**src/rtl/sensor_cmd_router_pkg.sv**
```systemverilog
// Shared types and constants for the sensor command router and its byte serializer.
package sensor_router_pkg;

  typedef enum logic [2:0] {
    IDLE  = 3'd0,
    START = 3'd1,
    WAIT  = 3'd2,
    SEND  = 3'd3,
    ERR   = 3'd4,
    TERM  = 3'd5
  } router_state_e;

  localparam logic [7:0] ERR_BYTE      = 8'h45;
  localparam logic [7:0] DEF_TERM_BYTE = 8'h0D;

  // Bytes needed to carry a w-bit sensor result.
  function automatic int nbytes(int w);
    return (w + 7) / 8;
  endfunction

endpackage

```
**src/rtl/sensor_cmd_router_if.sv**
```systemverilog
// UART-side byte streams of the sensor command router.
// rx: rx_valid is a 1-cycle strobe, no backpressure. tx: a byte transfers on a clock edge
// where tx_valid && tx_ready; once raised, tx_valid and tx_data hold until that edge.
interface sensor_cmd_router_if;
  logic [7:0] rx_data;
  logic       rx_valid;
  logic [7:0] tx_data;
  logic       tx_valid;
  logic       tx_ready;

  modport master (
    input  rx_data, rx_valid, tx_ready,
    output tx_data, tx_valid
  );

  modport slave (
    output rx_data, rx_valid, tx_ready,
    input  tx_data, tx_valid
  );
endinterface

```
**src/rtl/sensor_cmd_router_byte_serializer.sv**
```systemverilog
// Loads a DATA_W word and emits it LSB-first as bytes over valid/ready; done marks
// the cycle whose clock edge transfers the last byte.
module byte_serializer
  import sensor_router_pkg::*;
#(
  parameter int DATA_W = 16
) (
  input  logic              clk,
  input  logic              rst,
  input  logic              load,
  input  logic [DATA_W-1:0] din,
  output logic [7:0]        dout,
  output logic              valid,
  input  logic              ready,
  output logic              done
);
  localparam int NBYTES = nbytes(DATA_W);
  localparam int SH_W   = NBYTES * 8;
  localparam int CNT_W  = $clog2(NBYTES + 1);

  logic [SH_W-1:0]  sh;
  logic [CNT_W-1:0] cnt;
  logic             last;

  assign dout = sh[7:0];
  assign last = (cnt == CNT_W'(NBYTES - 1));
  assign done = valid && ready && last;

  always_ff @(posedge clk or posedge rst) begin
    if (rst) begin
      sh    <= '0;
      cnt   <= '0;
      valid <= 1'b0;
    end else if (load) begin
      // Widening cast zero-pads the top byte when DATA_W is not a multiple of 8.
      sh    <= SH_W'(din);
      cnt   <= '0;
      valid <= 1'b1;
    end else if (valid && ready) begin
      if (last) begin
        valid <= 1'b0;
        cnt   <= '0;
      end else begin
        cnt <= cnt + CNT_W'(1);
        sh  <= sh >> 8;
      end
    end
  end
endmodule

```
**src/rtl/sensor_cmd_router.sv**
```systemverilog
// Decodes an ASCII command byte, starts the matching sensor, waits for its result with a
// timeout and streams the result (or 'E') plus a terminator back over the tx byte stream.
module sensor_cmd_router
  import sensor_router_pkg::*;
#(
  parameter int               N_CH        = 2,
  parameter int               DATA_W      = 16,
  parameter logic [N_CH*8-1:0] CMD_CODES  = {8'h44, 8'h54},
  parameter int               TIMEOUT_CYC = 1_000_000,
  parameter logic [7:0]       TERM_BYTE   = DEF_TERM_BYTE
) (
  input  logic                     clk,
  input  logic                     rst,
  sensor_cmd_router_if.master      uart,
  output logic [N_CH-1:0]          sns_start,
  input  logic [N_CH*DATA_W-1:0]   sns_data,
  input  logic [N_CH-1:0]          sns_valid,
  output logic                     busy,
  output logic                     err_timeout,
  output logic                     rx_drop,
  output router_state_e            dbg_state
);
  localparam int CH_W = (N_CH > 1) ? $clog2(N_CH) : 1;
  localparam int TO_W = $clog2(TIMEOUT_CYC);

  router_state_e     state;
  logic [CH_W-1:0]   ch;
  logic [CH_W-1:0]   hit_ch;
  logic              hit;
  logic [TO_W-1:0]   to_cnt;
  logic [7:0]        tx_data_q;
  logic              tx_valid_q;
  logic [DATA_W-1:0] sel_data;
  logic              sel_valid;
  logic              ser_load;
  logic              ser_ready;
  logic              ser_done;
  logic              ser_valid;
  logic [7:0]        ser_data;

  // Scan from the top so the lowest matching channel index is the one kept.
  always_comb begin
    hit    = 1'b0;
    hit_ch = '0;
    for (int i = N_CH - 1; i >= 0; i--) begin
      if (uart.rx_data == CMD_CODES[8*i +: 8]) begin
        hit    = 1'b1;
        hit_ch = CH_W'(i);
      end
    end
  end

  always_comb begin
    sel_data  = sns_data[DATA_W*ch +: DATA_W];
    sel_valid = sns_valid[ch];
  end

  assign ser_load  = (state == WAIT) && sel_valid;
  assign ser_ready = (state == SEND) && uart.tx_ready;

  // Result bytes come from the serializer; 'E' and the terminator from local registers.
  assign uart.tx_data  = (state == SEND) ? ser_data  : tx_data_q;
  assign uart.tx_valid = (state == SEND) ? ser_valid : tx_valid_q;
  assign busy          = (state != IDLE);
  assign dbg_state     = state;

  byte_serializer #(.DATA_W(DATA_W)) u_ser (
    .clk   (clk),
    .rst   (rst),
    .load  (ser_load),
    .din   (sel_data),
    .dout  (ser_data),
    .valid (ser_valid),
    .ready (ser_ready),
    .done  (ser_done)
  );

  always_ff @(posedge clk or posedge rst) begin
    if (rst) begin
      state       <= IDLE;
      ch          <= '0;
      to_cnt      <= '0;
      tx_data_q   <= '0;
      tx_valid_q  <= 1'b0;
      sns_start   <= '0;
      err_timeout <= 1'b0;
      rx_drop     <= 1'b0;
    end else begin
      sns_start   <= '0;
      err_timeout <= 1'b0;
      rx_drop     <= uart.rx_valid && (state != IDLE);
      case (state)
        IDLE: begin
          if (uart.rx_valid && hit) begin
            ch        <= hit_ch;
            sns_start <= N_CH'(1) << hit_ch;
            state     <= START;
          end
        end
        START: begin
          to_cnt <= '0;
          state  <= WAIT;
        end
        WAIT: begin
          // A result arriving on the expiry cycle still wins over the timeout.
          if (sel_valid) begin
            state <= SEND;
          end else if (to_cnt == TO_W'(TIMEOUT_CYC - 1)) begin
            err_timeout <= 1'b1;
            tx_data_q   <= ERR_BYTE;
            tx_valid_q  <= 1'b1;
            state       <= ERR;
          end else begin
            to_cnt <= to_cnt + TO_W'(1);
          end
        end
        SEND: begin
          if (ser_done) begin
            tx_data_q  <= TERM_BYTE;
            tx_valid_q <= 1'b1;
            state      <= TERM;
          end
        end
        ERR: begin
          if (uart.tx_ready) begin
            tx_data_q <= TERM_BYTE;
            state     <= TERM;
          end
        end
        TERM: begin
          if (uart.tx_ready) begin
            tx_data_q  <= '0;
            tx_valid_q <= 1'b0;
            state      <= IDLE;
          end
        end
        default: state <= IDLE;
      endcase
    end
  end
endmodule

```
**src/flat_wrapper.sv**
```systemverilog
// flat-port wrapper written by rule: the top's interface ports become plain ports
module sensor_cmd_router_flat import sensor_router_pkg::*;
#(
  parameter int               N_CH        = 2,
  parameter int               DATA_W      = 16,
  parameter logic [N_CH*8-1:0] CMD_CODES  = {8'h44, 8'h54},
  parameter int               TIMEOUT_CYC = 1_000_000,
  parameter logic [7:0]       TERM_BYTE   = DEF_TERM_BYTE
)
  (clk, rst, sns_start, sns_data, sns_valid, busy, err_timeout, rx_drop, dbg_state, uart_rx_data, uart_rx_valid, uart_tx_ready, uart_tx_data, uart_tx_valid);
  sensor_cmd_router_if uart_i ();
  input  logic clk;
  input  logic rst;
  output logic [N_CH-1:0] sns_start;
  input  logic [N_CH*DATA_W-1:0] sns_data;
  input  logic [N_CH-1:0] sns_valid;
  output logic busy;
  output logic err_timeout;
  output logic rx_drop;
  output router_state_e dbg_state;
  input wire logic [$bits(uart_i.rx_data)-1:0] uart_rx_data;
  input wire logic [$bits(uart_i.rx_valid)-1:0] uart_rx_valid;
  input wire logic [$bits(uart_i.tx_ready)-1:0] uart_tx_ready;
  output wire logic [$bits(uart_i.tx_data)-1:0] uart_tx_data;
  output wire logic [$bits(uart_i.tx_valid)-1:0] uart_tx_valid;
  assign uart_i.rx_data = uart_rx_data;
  assign uart_i.rx_valid = uart_rx_valid;
  assign uart_i.tx_ready = uart_tx_ready;
  assign uart_tx_data = uart_i.tx_data;
  assign uart_tx_valid = uart_i.tx_valid;
  sensor_cmd_router #(.N_CH(N_CH), .DATA_W(DATA_W), .CMD_CODES(CMD_CODES), .TIMEOUT_CYC(TIMEOUT_CYC), .TERM_BYTE(TERM_BYTE)) u_core (.clk(clk), .rst(rst), .uart(uart_i), .sns_start(sns_start), .sns_data(sns_data), .sns_valid(sns_valid), .busy(busy), .err_timeout(err_timeout), .rx_drop(rx_drop), .dbg_state(dbg_state));
endmodule
```
**config.mk**
```make
export PLATFORM = sky130hd
export DESIGN_NAME = sensor_cmd_router_flat
export DESIGN_NICKNAME = d
export VERILOG_FILES = /design/src/rtl/sensor_cmd_router_pkg.sv /design/src/rtl/sensor_cmd_router_if.sv /design/src/rtl/sensor_cmd_router_byte_serializer.sv /design/src/rtl/sensor_cmd_router.sv /design/src/flat_wrapper.sv
export SDC_FILE = /design/constraint.sdc
export NUM_CORES = 1
export LEC_CHECK = 0
export CAP_MARGIN = 20
export CORE_MARGIN = 8
export CORE_UTILIZATION = 40
export CTS_BUF_LIST = sky130_fd_sc_hd__clkbuf_4 sky130_fd_sc_hd__clkbuf_8 sky130_fd_sc_hd__clkbuf_16
export CTS_CLUSTER_DIAMETER = 30
export CTS_CLUSTER_SIZE = 12
export DETAILED_ROUTE_END_ITERATION = 12
export DONT_BUFFER_PORTS = 1
export PLACE_DENSITY = 0.54
export SYNTH_ARGS = -nofsm -noshare
export SYNTH_HDL_FRONTEND = slang
export SYNTH_HIERARCHICAL = 1
export SYNTH_SLANG_ARGS = --single-unit
```
**constraint.sdc**
```tcl
create_clock -name clk -period 3.8 [get_ports clk]
set_input_delay 0.57 -clock clk [delete_from_list [all_inputs] [get_ports clk]]
set_output_delay 0.57 -clock clk [all_outputs]
set_load 0.05 [all_outputs]
```
==> results of run 1 <==
## metrics by stage
stage	hold slack [ns]	setup slack [ns]	instances	utilization	cell area (um2)
final	0.225	1.08	408	0.427	3080
after floorplan	0.445	1.30	320	-	2950
after global routing	0.248	0.983	408	0.427	3080
after detailed placement	0.471	1.33	400	0.414	2980
after global placement	0.478	1.31	400	0.414	2980
after CTS	0.238	1.08	408	0.427	3080
## sequential cells by signal, summed over array words and instances, names as in the netlist
name / count
u_core/u_ser/cnt: 2
u_core/rx_drop: 1
u_core/ch: 1
u_core/u_ser/sh: 16
u_core/tx_valid_q: 1
u_core/to_cnt: 20
u_core/tx_data_q: 3
u_core/u_ser/valid: 1
u_core/err_timeout: 1
u_core/sns_start: 2
u_core/dbg_state: 3
## cell type report
type | instances | area [um2] | share of cell area
clock inverter | 2 | 13.8 | 0.00447
clock buffer | 6 | 82.6 | 0.0268
timing repair buffer | 5 | 37.5 | 0.0122
tap | 99 | 124 | 0.0402
sequential | 51 | 1280 | 0.414
multi-input combinational | 231 | 1490 | 0.485
inverter | 14 | 52.6 | 0.0171
## layout by cell type (no fill, tap or decap), drive strengths merged, types with 3 or more instances in the layout
master,synthesis,routed
and3,11,11
nor2,30,30
o311ai,8,8
nor4,4,4
nor3,4,4
o21ai,29,29
xnor2,3,3
a31oi,3,3
nand4,9,9
nand2b,4,4
buf,17,5
inv,14,15
nand2,33,33
xor2,11,11
nand4b,9,9
dfrtp,51,51
o211ai,3,3
mux2,20,20
o31ai,5,5
nand3,13,13
and2,6,6
a21oi,6,6
nand3b,4,4
clkbuf,7,6
## report_power, final
group | internal [mW] | switching (mW) | total, mW
sequential | 0.659 | 0.145 | 0.804
combinational | 0.163 | 0.354 | 0.517
clock | 0.149 | 0.189 | 0.339
## layer usage
layer / up-vias / routed length (um)
met5: - / 0
met3: 6 / 287
li1: 1102 / -
met4: 0 / 67
met1: 1071 / 3180
met2: 53 / 3190
## cell families (layout without fill, tap and decap cells)
| kind of cell | after synthesis | count (layout) | synth area share |
|---|---|---|---|
| and+or+nand+nor | 136 | 136 | 0.254 |
| adders and majority gates | 1 | 1 | 0.00424 |
| xor gates and xnor gates | 14 | 14 | 0.0415 |
| DFF | 51 | 51 | 0.432 |
| muxes | 21 | 21 | 0.0809 |
| buffers and inverters | 38 | 27 | 0.0627 |
| AOI/OAI and AO/OA | 59 | 59 | 0.125 |
## worst paths after layout
kind	cells past startpoint	slack, ns	end	from
setup reg to reg	8	1.29	u_core/tx_data_q[6]$_DFFE_PP0P_	u_core/dbg_state[1]$_DFFE_PP0P_
hold / removal	2	0.23	u_core/to_cnt[16]$_DFFE_PP0P_	rst
setup / recovery	3	1.08	uart_tx_data[4]	u_core/dbg_state[1]$_DFFE_PP0P_
hold reg to reg	1	0.49	u_core/to_cnt[18]$_DFFE_PP0P_	u_core/to_cnt[18]$_DFFE_PP0P_
max in group asynchronous	1	3.05	u_core/u_ser/sh[14]$_DFFE_PP0P_	rst
min in group clk	1	0.33	u_core/sns_start[1]$_DFF_PP0_	uart_rx_data[4]
==> out/metrics.yaml, run 1 <==
outcome:
  status: "completed"
sta:
  max_slew_margin: 0.456
  fin_crit_sh: 0.715
  tns_ns: 0
  hold_viol_final: 0
  fmax_mhz: 368
  setup_violations: 0
  worstMarginPinSlew_ns: 0.816
  slew_viol_final: 0
  grt_setup_unrepaired: "no"
  finClkSkew_ns: 0.0147
  period_minus_slack_ns: 2.72
synth:
  yosys.cell_types.count: 50
  synthCells: 320
  synth_most_common_cell: "dfrtp_1"
  synth_edf_count: 0
  synth_area_um2: 2950
  avgSynthCellArea_um2: 9.23
  ys_warn_count: 6
  synth_commonest_cells: "dfrtp_1, nand2_1, nor2_1, o21ai_0, mux2_2"
  yosys.area.top_type_share: 0.432
  async_flop_share: 1.00
  synth_top_area_cell: "dfrtp_1"
  ys_ff_latch: 51
  ys.flop_type: "dfrtp_1"
  ys_seq_area_frac: 0.432
  syn_nets: 367
  synthTopCellsByArea: "dfrtp_1, mux2_2, nand2_1"
place:
  gp_congestion: 0.784
  io_buffers: 0
  dpl.hpwl_mm: 4.92
drt:
  num_vias: 2232
  routed_wl_mm: 6.72
  drcViolationCount: 0
  routedWlPerCell_um: 16.5
  dr.pass1.iters: 5
  vias_per_cell: 5.47
  drt_iter0_drc: 102
  ant_nets: 0
clocking:
  cts_setup_buffers: 0
  cts_buffer_depth: 2
  clock_latency_ns: 0.31
  cts-root-buf: "clkbuf_8"
  htreeDepth: 2
  cts_tree: "yes"
  numCtsBuffers: 5
  post_cts_resized: 0
  clock_sinks: 51
  path_clk_slew_ns: 0.10
  hold_buffers: 0
worst_setup_path:
  crit_type: "register to output pin"
  cpLargestDelayFamily: "flip-flops"
  path_max_fanout: 14
  endpoint_kind: "output pin"
  crit_arrival_ns: 2.15
  cpPeakStageDelay_ns: 0.84
  worstPathRequired_ns: 3.23
  crit_buf_inv: 1
  worstPathCellList: "nor2b_1 > buf_4 > and3_1"
  worstSetupStartpointType: "register"
  slowest_stage: "dfrtp_1"
global_route:
  grt_use_total: 0.138
  grt_use_met1: 0.185
  grt_max_degree: 45
  use_met2: 0.216
  grt_pass1_vias: 2216
  grt-ovfl-total: 0
  antenna_found_initial: 0
  top_usage_layer: "met2"
  grt_pass1_wl_mm: 11.3
  use_met3: 0.0293
floorplanning:
  ioPinCount: 63
  core_region_area_um2: 7210
  die-area_um2: 10400
  num_rows: 31
  die_height_um: 102
  die_w_um: 102
  initial_core_util: 0.409
cells_and_area:
  fill_cells: 774
  drive_gt1_frac: 0.139
  nNetsFinal: 355
  antennaDiodeCount: 0
  area_delta_synth_final_pct: 4.32
power:
  power_per_cell_area_nw_per_um2: 539
  report.power.total_mw: 1.66
  p_leak_nw: 1.28
  vdd_ir_drop_max_v: 0.000237
job:
  maxCapViolations: 0
min_path:
  hp-class: "input port to async pin"
No activity file was read; power rests on OpenSTA's default activity.
==> run 2: changes to the inputs <==
Settings changed: PLACE_DENSITY 0.54 to 0.56.
Clock period 3.8 ns to 2.3 ns, I/O delays scaled along.
==> out/metrics.yaml, run 2 (same netlist as run 1, synthesis figures left out) <==
outcome:
  status: "completed"
clocking:
  cts-root-buf: "clkbuf_8"
  cts_tree: "yes"
  htreeDepth: 2  # unchanged
  path_clk_slew_ns: 0.10  # about the same
  cts_buffer_depth: 2  # unchanged
  hold_buffers: 0  # unchanged
  clock_latency_ns: 0.30  # about the same
  post_cts_resized: 0  # unchanged
  cts_setup_buffers: 0  # unchanged
  numCtsBuffers: 5  # unchanged
  clock_sinks: 51  # unchanged
drt:
  routed_wl_mm: 6.72  # about the same
  ant_nets: 0  # unchanged
  vias_per_cell: 5.35  # -2.2%
  drt_iter0_drc: 67  # -34%
  dr.pass1.iters: 4  # -1
  routedWlPerCell_um: 15.9  # -3.6%
  num_vias: 2263  # +1.4%
  drcViolationCount: 0  # unchanged
global_route:
  antenna_found_initial: 0  # unchanged
  grt-ovfl-total: 0  # unchanged
  grt_max_degree: 45  # unchanged
  grt_use_total: 0.136  # -0.00162
  grt_pass1_wl_mm: 11.5  # +1.3%
  grt_pass1_vias: 2343  # +5.7%
worst_setup_path:
  r2r_slack_ns: 0.24  # -1.05 ns
  worstPathRequired_ns: 1.96  # -1.27 ns
  crit_buf_inv: 1  # unchanged
  crit_arrival_ns: 1.85  # -0.30 ns
  cpPeakStageDelay_ns: 0.48  # -0.36 ns
  crit_type: "register to output pin"
  worstPathCellList: "nor2b_2 > nand2_1 > mux2_2 > buf_12"
  worstSetupStartpointType: "register"
  slowest_stage: "dfrtp_2"
  endpoint_kind: "output pin"
  path_max_fanout: 12  # -2
  cpLargestDelayFamily: "simple AND/OR/NAND/NOR gates"
cells_and_area:
  area_delta_synth_final_pct: 10.0
  reg.largest.list: "u_core/to_cnt x20, u_core/u_ser/sh x16"
  largest_register: "u_core/to_cnt"
  drive_gt1_frac: 0.185  # +0.0460
  layout_commonest_cell: "dfrtp_1"
  layout_common_cells: "dfrtp_1, nand2_1, nor2_1"
  antennaDiodeCount: 0  # unchanged
  largest_register_ffs: 20  # unchanged
  final_cells: 423  # +3.7%
  nNetsFinal: 370  # +4.2%
sta:
  fmax_mhz: 456
  finClkSkew_ns: 0.0121  # -0.00265 ns
  grt_setup_unrepaired: "no"
  setup_violations: 0  # unchanged
  fin_crit_sh: 0.953
  tns_ns: 0  # unchanged
  hold_viol_final: 0  # unchanged
  max_slew_margin: 0.518  # +0.0621
  slew_viol_final: 0  # unchanged
  worstMarginPinSlew_ns: 0.722  # -0.0939 ns
  period_minus_slack_ns: 2.19
floorplanning:
  num_rows: 31  # unchanged
  die_w_um: 102  # unchanged
  ioPinCount: 63  # unchanged
  die-area_um2: 10400  # unchanged
  initial_core_util: 0.409  # unchanged
  die_height_um: 102  # unchanged
  core_region_area_um2: 7210  # unchanged
job:
  maxCapViolations: 0  # unchanged
place:
  place_inst: 415  # +3.8%
  gp_congestion: 0.829  # +5.8%
  io_buffers: 0  # unchanged
  dpl.hpwl_mm: 4.97  # +0.92%
power:
  vdd_ir_drop_max_v: 0.000368  # +55%
  p_leak_nw: 1.37  # +6.5%
  power_per_cell_area_nw_per_um2: 885  # +64%
min_path:
  hp-class: "input port to async pin"
==> run 2: cell count changes in the layout (fill, tap and decap cells not counted), sizes merged <==
| cell | change |
|---|---|
| inv | -1 |
| clkinvlp | +1 |
| buf | +15 |
==> run 2: area by class of cell <==
cell class,count,area (um2)
clock inverter,2,16.3
timing repair buffer,20,200
tap,99,124
sequential,51,1280
inverter,14,52.6
fill,730,3970
multi-input combinational,231,1500
clock buffer,6,82.6
==> run 2: final timing paths <==
check	startpoint	end	cells after the start
setup / recovery	u_core/dbg_state[1]$_DFFE_PP0P_	uart_tx_valid	4
hold / removal	rst	u_core/tx_data_q[2]$_DFFE_PP0P_	1
setup reg to reg	u_core/dbg_state[1]$_DFFE_PP0P_	u_core/to_cnt[18]$_DFFE_PP0P_	5
hold reg to reg	u_core/to_cnt[18]$_DFFE_PP0P_	u_core/to_cnt[18]$_DFFE_PP0P_	1
max in group asynchronous	rst	u_core/to_cnt[14]$_DFFE_PP0P_	2
min in group clk	uart_rx_data[4]	u_core/sns_start[1]$_DFF_PP0_	1
==> run 2: worst register-to-register path, cell delays in order, from the launching register on <==
cell and delay (ns):
dfrtp_2 0.48, or3b_1 0.52, nor4_4 0.48, nand3_2 0.17
o211ai_1 0.20, o31ai_1 0.09
==> run 2: power breakdown <==
group	total, mW	internal (mW)	switching, mW	leakage [nW]
sequential	1.25	1.09	0.161	0.668
combinational	1.06	0.381	0.683	0.652
clock	0.558	0.246	0.312	0.0474
total	2.88	1.72	1.16	1.37
==> run 2: metrics by stage <==
step | hold WS (ns) | worst slack [ns] | power, mW | util | instance area [um2]
after global routing | 0.0549 | 0.00428 | 3.07 | 0.450 | 3250
after CTS | 0.0187 | 0.102 | 2.91 | 0.450 | 3250
after global placement | 0.360 | 0.352 | 2.33 | 0.437 | 3150
after floorplan | 0.296 | 0.0374 | 2.11 | - | 2960
after detailed placement | 0.363 | 0.267 | 2.34 | 0.437 | 3150
final | 0.000754 | 0.109 | 2.88 | 0.450 | 3250
==> run 2: routing by layer <==
metal	up-vias	wire (um)	share of wire	GRT usage
met2	44	3300	0.49	0.224
met1	1078	3130	0.47	0.175
met4	0	31	0.0046	0.0350
li1	1139	-	-	-
met5	-	0	0	0
met3	2	260	0.039	0.0320
